**config.mk**
```make
export PLATFORM = sky130hd
export DESIGN_NAME = otter_cu_fsm_flat
export DESIGN_NICKNAME = d
export VERILOG_FILES = /design/src/rtl/otter_cu_fsm_if.sv /design/src/rtl/otter_cu_fsm.sv /design/src/flat_wrapper.sv
export SDC_FILE = /design/constraint.sdc
export NUM_CORES = 1
export LEC_CHECK = 0
export ABC_AREA = 1
export CAP_MARGIN = 20
export CORE_UTILIZATION = 50
export DETAILED_ROUTE_END_ITERATION = 16
export PLACE_DENSITY = 0.81
export SETUP_SLACK_MARGIN = 0.1
export SYNTH_ARGS = -nofsm -noshare
export SYNTH_HDL_FRONTEND = slang
export SYNTH_SLANG_ARGS = --single-unit
```
**constraint.sdc**
```tcl
create_clock -name CLK -period 2.9 [get_ports CLK]
set_input_delay 0.58 -clock CLK [delete_from_list [all_inputs] [get_ports CLK]]
set_output_delay 0.58 -clock CLK [all_outputs]
set_load 0.02 [all_outputs]
```
**src/rtl/otter_cu_fsm_if.sv**
```systemverilog
// Control-unit bundle: decoder fields and interrupt in, datapath enables out.
// The FSM side uses the slave modport.
interface otter_cu_fsm_if #(
    parameter int CNT_W = 32
);
    logic [6:0]       opcode;
    logic [2:0]       func3;
    logic             intr;
    logic             PC_WE;
    logic             RF_WE;
    logic             memWE2;
    logic             memRDEN1;
    logic             memRDEN2;
    logic             reset;
    logic             csr_WE;
    logic             int_taken;
    logic             mret_exec;
    logic [2:0]       fsm_state;
    logic [CNT_W-1:0] instret;

    modport master (
        output opcode, func3, intr,
        input  PC_WE, RF_WE, memWE2, memRDEN1, memRDEN2,
        input  reset, csr_WE, int_taken, mret_exec,
        input  fsm_state, instret
    );

    modport slave (
        input  opcode, func3, intr,
        output PC_WE, RF_WE, memWE2, memRDEN1, memRDEN2,
        output reset, csr_WE, int_taken, mret_exec,
        output fsm_state, instret
    );
endinterface

```
**src/rtl/otter_cu_fsm.sv**
```systemverilog
// OTTER multi-cycle control FSM: fetch/exec/writeback/interrupt sequencing
// with Mealy enables and a retired-instruction counter.
module otter_cu_fsm #(
    parameter int CNT_W = 32
) (
    input logic           CLK,
    input logic           RST,
    otter_cu_fsm_if.slave cu
);
    typedef enum logic [2:0] {
        INIT  = 3'd0,
        FETCH = 3'd1,
        EXEC  = 3'd2,
        WB    = 3'd3,
        INTR  = 3'd4
    } state_t;

    localparam logic [6:0] OP_LOAD   = 7'b0000011;
    localparam logic [6:0] OP_STORE  = 7'b0100011;
    localparam logic [6:0] OP_BRANCH = 7'b1100011;
    localparam logic [6:0] OP_OP     = 7'b0110011;
    localparam logic [6:0] OP_IMM    = 7'b0010011;
    localparam logic [6:0] OP_LUI    = 7'b0110111;
    localparam logic [6:0] OP_AUIPC  = 7'b0010111;
    localparam logic [6:0] OP_JAL    = 7'b1101111;
    localparam logic [6:0] OP_JALR   = 7'b1100111;
    localparam logic [6:0] OP_SYS    = 7'b1110011;

    state_t           state;
    state_t           next;
    logic             retire;
    logic [CNT_W-1:0] cnt;

    always_ff @(posedge CLK) begin
        if (RST) state <= INIT;
        else     state <= next;
    end

    always_comb begin
        next = INIT;
        case (state)
            INIT:  next = FETCH;
            FETCH: next = EXEC;
            EXEC: begin
                if (cu.opcode == OP_LOAD) next = WB;
                else if (cu.intr)         next = INTR;
                else                      next = FETCH;
            end
            WB:      next = cu.intr ? INTR : FETCH;
            INTR:    next = FETCH;
            default: next = INIT;
        endcase
    end

    // An instruction retires on the edge that leaves its last cycle
    assign retire = !RST &&
                    ((state == EXEC && cu.opcode != OP_LOAD) ||
                     state == WB);

    always_ff @(posedge CLK) begin
        if (RST)         cnt <= '0;
        else if (retire) cnt <= cnt + CNT_W'(1);
    end

    always_comb begin
        cu.PC_WE     = 1'b0;
        cu.RF_WE     = 1'b0;
        cu.memWE2    = 1'b0;
        cu.memRDEN1  = 1'b0;
        cu.memRDEN2  = 1'b0;
        cu.reset     = 1'b0;
        cu.csr_WE    = 1'b0;
        cu.int_taken = 1'b0;
        cu.mret_exec = 1'b0;
        if (RST) begin
            cu.reset = 1'b1;
        end else begin
            case (state)
                INIT:  cu.reset    = 1'b1;
                FETCH: cu.memRDEN1 = 1'b1;
                EXEC: begin
                    case (cu.opcode)
                        OP_LOAD: cu.memRDEN2 = 1'b1;
                        OP_STORE: begin
                            cu.memWE2 = 1'b1;
                            cu.PC_WE  = 1'b1;
                        end
                        OP_OP, OP_IMM, OP_LUI,
                        OP_AUIPC, OP_JAL, OP_JALR: begin
                            cu.RF_WE = 1'b1;
                            cu.PC_WE = 1'b1;
                        end
                        OP_SYS: begin
                            cu.PC_WE = 1'b1;
                            case (cu.func3)
                                3'b000: cu.mret_exec = 1'b1;
                                3'b001, 3'b010, 3'b011: begin
                                    cu.RF_WE  = 1'b1;
                                    cu.csr_WE = 1'b1;
                                end
                                default: ;
                            endcase
                        end
                        // Branches and illegal opcodes only advance PC
                        default: cu.PC_WE = 1'b1;
                    endcase
                end
                WB: begin
                    cu.RF_WE = 1'b1;
                    cu.PC_WE = 1'b1;
                end
                INTR: begin
                    cu.int_taken = 1'b1;
                    cu.PC_WE     = 1'b1;
                end
                default: ;
            endcase
        end
    end

    assign cu.fsm_state = state;
    assign cu.instret   = cnt;
endmodule

```
**src/flat_wrapper.sv**
```systemverilog
// flat-port wrapper written by rule: the top's interface ports become plain ports
module otter_cu_fsm_flat 
#(
    parameter int CNT_W = 32
)
  (CLK, RST, cu_opcode, cu_func3, cu_intr, cu_PC_WE, cu_RF_WE, cu_memWE2, cu_memRDEN1, cu_memRDEN2, cu_reset, cu_csr_WE, cu_int_taken, cu_mret_exec, cu_fsm_state, cu_instret);
  otter_cu_fsm_if #(.CNT_W(CNT_W)) cu_i ();
  input logic CLK;
  input logic RST;
  input wire logic [$bits(cu_i.opcode)-1:0] cu_opcode;
  input wire logic [$bits(cu_i.func3)-1:0] cu_func3;
  input wire logic [$bits(cu_i.intr)-1:0] cu_intr;
  output wire logic [$bits(cu_i.PC_WE)-1:0] cu_PC_WE;
  output wire logic [$bits(cu_i.RF_WE)-1:0] cu_RF_WE;
  output wire logic [$bits(cu_i.memWE2)-1:0] cu_memWE2;
  output wire logic [$bits(cu_i.memRDEN1)-1:0] cu_memRDEN1;
  output wire logic [$bits(cu_i.memRDEN2)-1:0] cu_memRDEN2;
  output wire logic [$bits(cu_i.reset)-1:0] cu_reset;
  output wire logic [$bits(cu_i.csr_WE)-1:0] cu_csr_WE;
  output wire logic [$bits(cu_i.int_taken)-1:0] cu_int_taken;
  output wire logic [$bits(cu_i.mret_exec)-1:0] cu_mret_exec;
  output wire logic [$bits(cu_i.fsm_state)-1:0] cu_fsm_state;
  output wire logic [$bits(cu_i.instret)-1:0] cu_instret;
  assign cu_i.opcode = cu_opcode;
  assign cu_i.func3 = cu_func3;
  assign cu_i.intr = cu_intr;
  assign cu_PC_WE = cu_i.PC_WE;
  assign cu_RF_WE = cu_i.RF_WE;
  assign cu_memWE2 = cu_i.memWE2;
  assign cu_memRDEN1 = cu_i.memRDEN1;
  assign cu_memRDEN2 = cu_i.memRDEN2;
  assign cu_reset = cu_i.reset;
  assign cu_csr_WE = cu_i.csr_WE;
  assign cu_int_taken = cu_i.int_taken;
  assign cu_mret_exec = cu_i.mret_exec;
  assign cu_fsm_state = cu_i.fsm_state;
  assign cu_instret = cu_i.instret;
  otter_cu_fsm #(.CNT_W(CNT_W)) u_core (.CLK(CLK), .RST(RST), .cu(cu_i));
endmodule
```
==> summary.md <==
| Metric | Value |
|---|---|
| CTS Sinks | `35` |
| Worst EP required | `2.32 ns` |
| Dpl ws | `0.02868 ns` |
| Clk slew on worst S/H paths | `0.06 ns` |
| Detailed router's first-iteration violation count | `248` |
| XOR/XNOR Fraction of Synth Area | `1.497%` |
| Detailed Place HPWL | `4278 um` |
| DRT antenna net count | `0` |
| Post-CTS setup buffer count | `0` |
| Synth-to-Final Area Change | `30.27%` |
| Boundary Pins | `57` |
| Vias in the first global route | `2227` |
| GRT overflow | `0` |
| Register area share after synthesis | `29.95%` |
| First-pass GRT wire length | `9687 um` |
| Crit path DAT | `2.11 ns` |
| Pwr per Cell Area | `323.4 nW/um^2` |
| Syn nets | `385` |
| DRC Markers | `0` |
| Die width | `70.41 um` |
| Worst-Margin Slew | `0.4785 ns` |
| Ys Warns | `0` |
| Non-Filler Instances | `484` |
| Crit path capture type | `primary output` |
| Total GRT Usage | `24.28%` |
| Starting Density | `53.00%` |
| Adder-Cell Fraction of Synth Area | `0.5348%` |
| Maximum VDD drop | `0.1465 mV` |
| RSZ-0062 raised after global routing | `no` |
| Nets | `445` |
| TritonCTS clock tree | `built` |
| Status | `finished, final reports clean` |
| Multi-input gate area | `1404 um^2` |
| Comb pwr share | `10.3%` |
| Synthesis-stage register bit count | `35` |
| CTS H-Tree Depth | `2` |
| Longest Clk Path Bufs | `2` |
| Wire per inst | `11.72 um` |
| Share of cells above drive strength 1 | `11.57%` |
| Crit path depth | `5` |
| Critical setup path kind | `in2out` |
| Final Instance Area | `3048 um^2` |
| Tightest Hold Check Type | `reg2reg` |
| WL final | `5673 um` |
| Post-synthesis simple-gate area fraction | `51.12%` |
| Final hold violations | `0` |
| Most frequent cells in the layout | `94 x nand2_1, 60 x nor2_1, 50 x clkdlybuf4s50_1` |
| Placed cells | `476` |
| Hold WS | `0.5292 ns` |
| Final Core Density | `69.05%` |
| Delay-heaviest family, CP | `buffers and inverters` |
| Sequential power share | `49.6%` |
| Critical-path top delay cell | `clkdlybuf4s50_1` |
| Layout fillers | `404` |
| Top FF cell, synth | `dfxtp_1` |
| Type of origin of the critical path | `primary input` |
| Largest net degree at the start of global routing | `31` |
| Mapped Area | `2340 um^2` |
| Drt first pass iters | `4` |
| CTS Buf Count | `5` |
| Die Ht | `70.41 um` |
| Latest clock arrival within the worst-skew pair | `0.29 ns` |
| CP max stage delay | `0.61 ns` |
| CTS root buf | `clkbuf_8` |
| Setup TNS | `0 ns` |
| Total Power | `0.9856 mW` |
| Buf/Inv on CP | `3` |
| # diodes | `0` |
| Ys async rst share | `0%` |
| P_int | `0.7445 mW` |
| Psw | `0.2411 mW` |
| Worst Hold Depth | `2` |
| DR vias/cell | `5.171` |
| Vias | `2503` |
| Setup slack after layout | `0.2076 ns` |
| Clock power frac | `40.0%` |
| Highest Clock Rate | `371.4 MHz` |
| Initial antenna violation count | `0` |
| Crit-path most repeated cell | `clkdlybuf4s50_1` |
| # rows | `24` |
| Die area | `4957 um^2` |
| Largest family of logic cells by synthesized area | `simple AND/OR/NAND/NOR gates` |
| Switching Share | `24.46%` |
| Relative slew slack | `68.05%` |
| Syn Area/Cell | `6.307 um^2` |
| Distinct cells, synth | `30` |
| Port buffer count | `56` |
| Gp weighted congestion | `0.8512` |
| Multiplexer area fraction after synthesis | `0%` |
| Number of flops mapped to enable cells by yosys | `0` |
| Count of maximum capacitance violations | `0` |
| Period utilization | `92.84%` |
| Reg area | `700.7 um^2` |
| Lkg Pwr | `1.218 nW` |
| Setup Viol. Count Final | `0` |
| Core ar. | `4414 um^2` |
| Leading cell type in the layout, fill and taps excluded | `nand2_1` |
| Layout Skew | `0.005208 ns` |
| Period minus WS final | `2.692 ns` |
| Mapped Cells | `371` |
| R2r worst-path depth | `10` |
| Placed Area | `2945 um^2` |
| Crit path max fanout | `5` |
| Synth Area in Compound Gates | `6.578%` |
| Ordered list of cells on the worst path | `clkdlybuf4s50_1 -> inv_1 -> nand2_1 -> nor2_1 -> clkdlybuf4s50_1` |
| Max Slew Vio Count | `0` |
==> registers in the layout, summed over array words and instances, names as in the netlist <==
register / flops
u_core.cu.fsm_state: 3
u_core.cu.instret: 32
==> final timing paths <==
check                                          start  slack, ns                            endpoint
setup / recovery                                 RST       0.21                        cu_int_taken
hold / removal    u_core.cu.instret[11]$_SDFFE_PP0P_       0.53  u_core.cu.instret[11]$_SDFFE_PP0P_
setup reg to reg   u_core.cu.fsm_state[2]$_SDFF_PP0_       0.99   u_core.cu.instret[4]$_SDFFE_PP0P_
hold reg to reg   u_core.cu.instret[11]$_SDFFE_PP0P_       0.53  u_core.cu.instret[11]$_SDFFE_PP0P_
==> cell type report <==
cell class	count	area share, %
multi-input cells	280	46.06
flip-flops and latches	35	22.99
inverters	47	5.788
well taps	52	2.135
repair buffers	62	19.75
clock buffers	8	3.284
==> cells by family after synthesis <==
logic type / count (synthesis)
compound gates: 29
xor+xnor: 4
fa+ha+maj: 1
buf+inv: 56
flops: 35
simple gates: 246
==> worst register-to-register path, cell delays in order (launching register included) <==
cell and delay [ns]:
dfxtp_1 0.36, inv_1 0.09, nand2_1 0.11, nor2_4 0.11
buf_4 0.14, nand2_4 0.05, buf_4 0.23, inv_2 0.40
nand2_1 0.14, o21ai_1 0.14, nor2_1 0.05
==> cell usage after synthesis (7+ instances only) <==
| cell type | number | area, um^2 |
|---|---|---|
| inv_1 | 44 | 165.2 |
| nor2_1 | 60 | 225.2 |
| nor2_2 | 8 | 50.05 |
| nor2_4 | 8 | 90.09 |
| nand2_2 | 8 | 50.05 |
| nor3_1 | 7 | 35.03 |
| dfxtp_1 | 35 | 700.7 |
| nand3_1 | 36 | 180.2 |
| a21oi_1 | 14 | 70.07 |
| o21ai_0 | 7 | 35.03 |
| nand4_1 | 9 | 56.30 |
| nand2_1 | 94 | 352.8 |
==> power by group through the flow <==
stage          Clock [mW]  Sequential [mW]  Combinational, mW
2_1_floorplan           0            0.504             0.0549
3_3_place_gp            0            0.500              0.100
3_5_place_dp            0            0.500              0.102
4_1_cts             0.399            0.489              0.102
5_1_grt             0.424            0.490              0.112
6_report            0.395            0.489              0.102
==> metal layers <==
layer | wire (um) | global-route usage (%) | up-vias
li1 | - | - | 1293
met1 | 2552 | 30.49 | 1117
met2 | 2676 | 40.63 | 83
met3 | 375 | 5.051 | 10
met4 | 69 | 8.889 | 0
met5 | 0 | 0 | -
==> what timing repair did <==
| item | CTS | global route |
|---|---|---|
| endpoints found under the setup margin | 5 | 2 |
| gates cloned | 0 | 0 |
| endpoints found under the hold margin | 0 | 0 |
| resized for setup | 5 | 2 |
| hold buffers | 0 | 0 |
(Power assumes the default switching activity.)
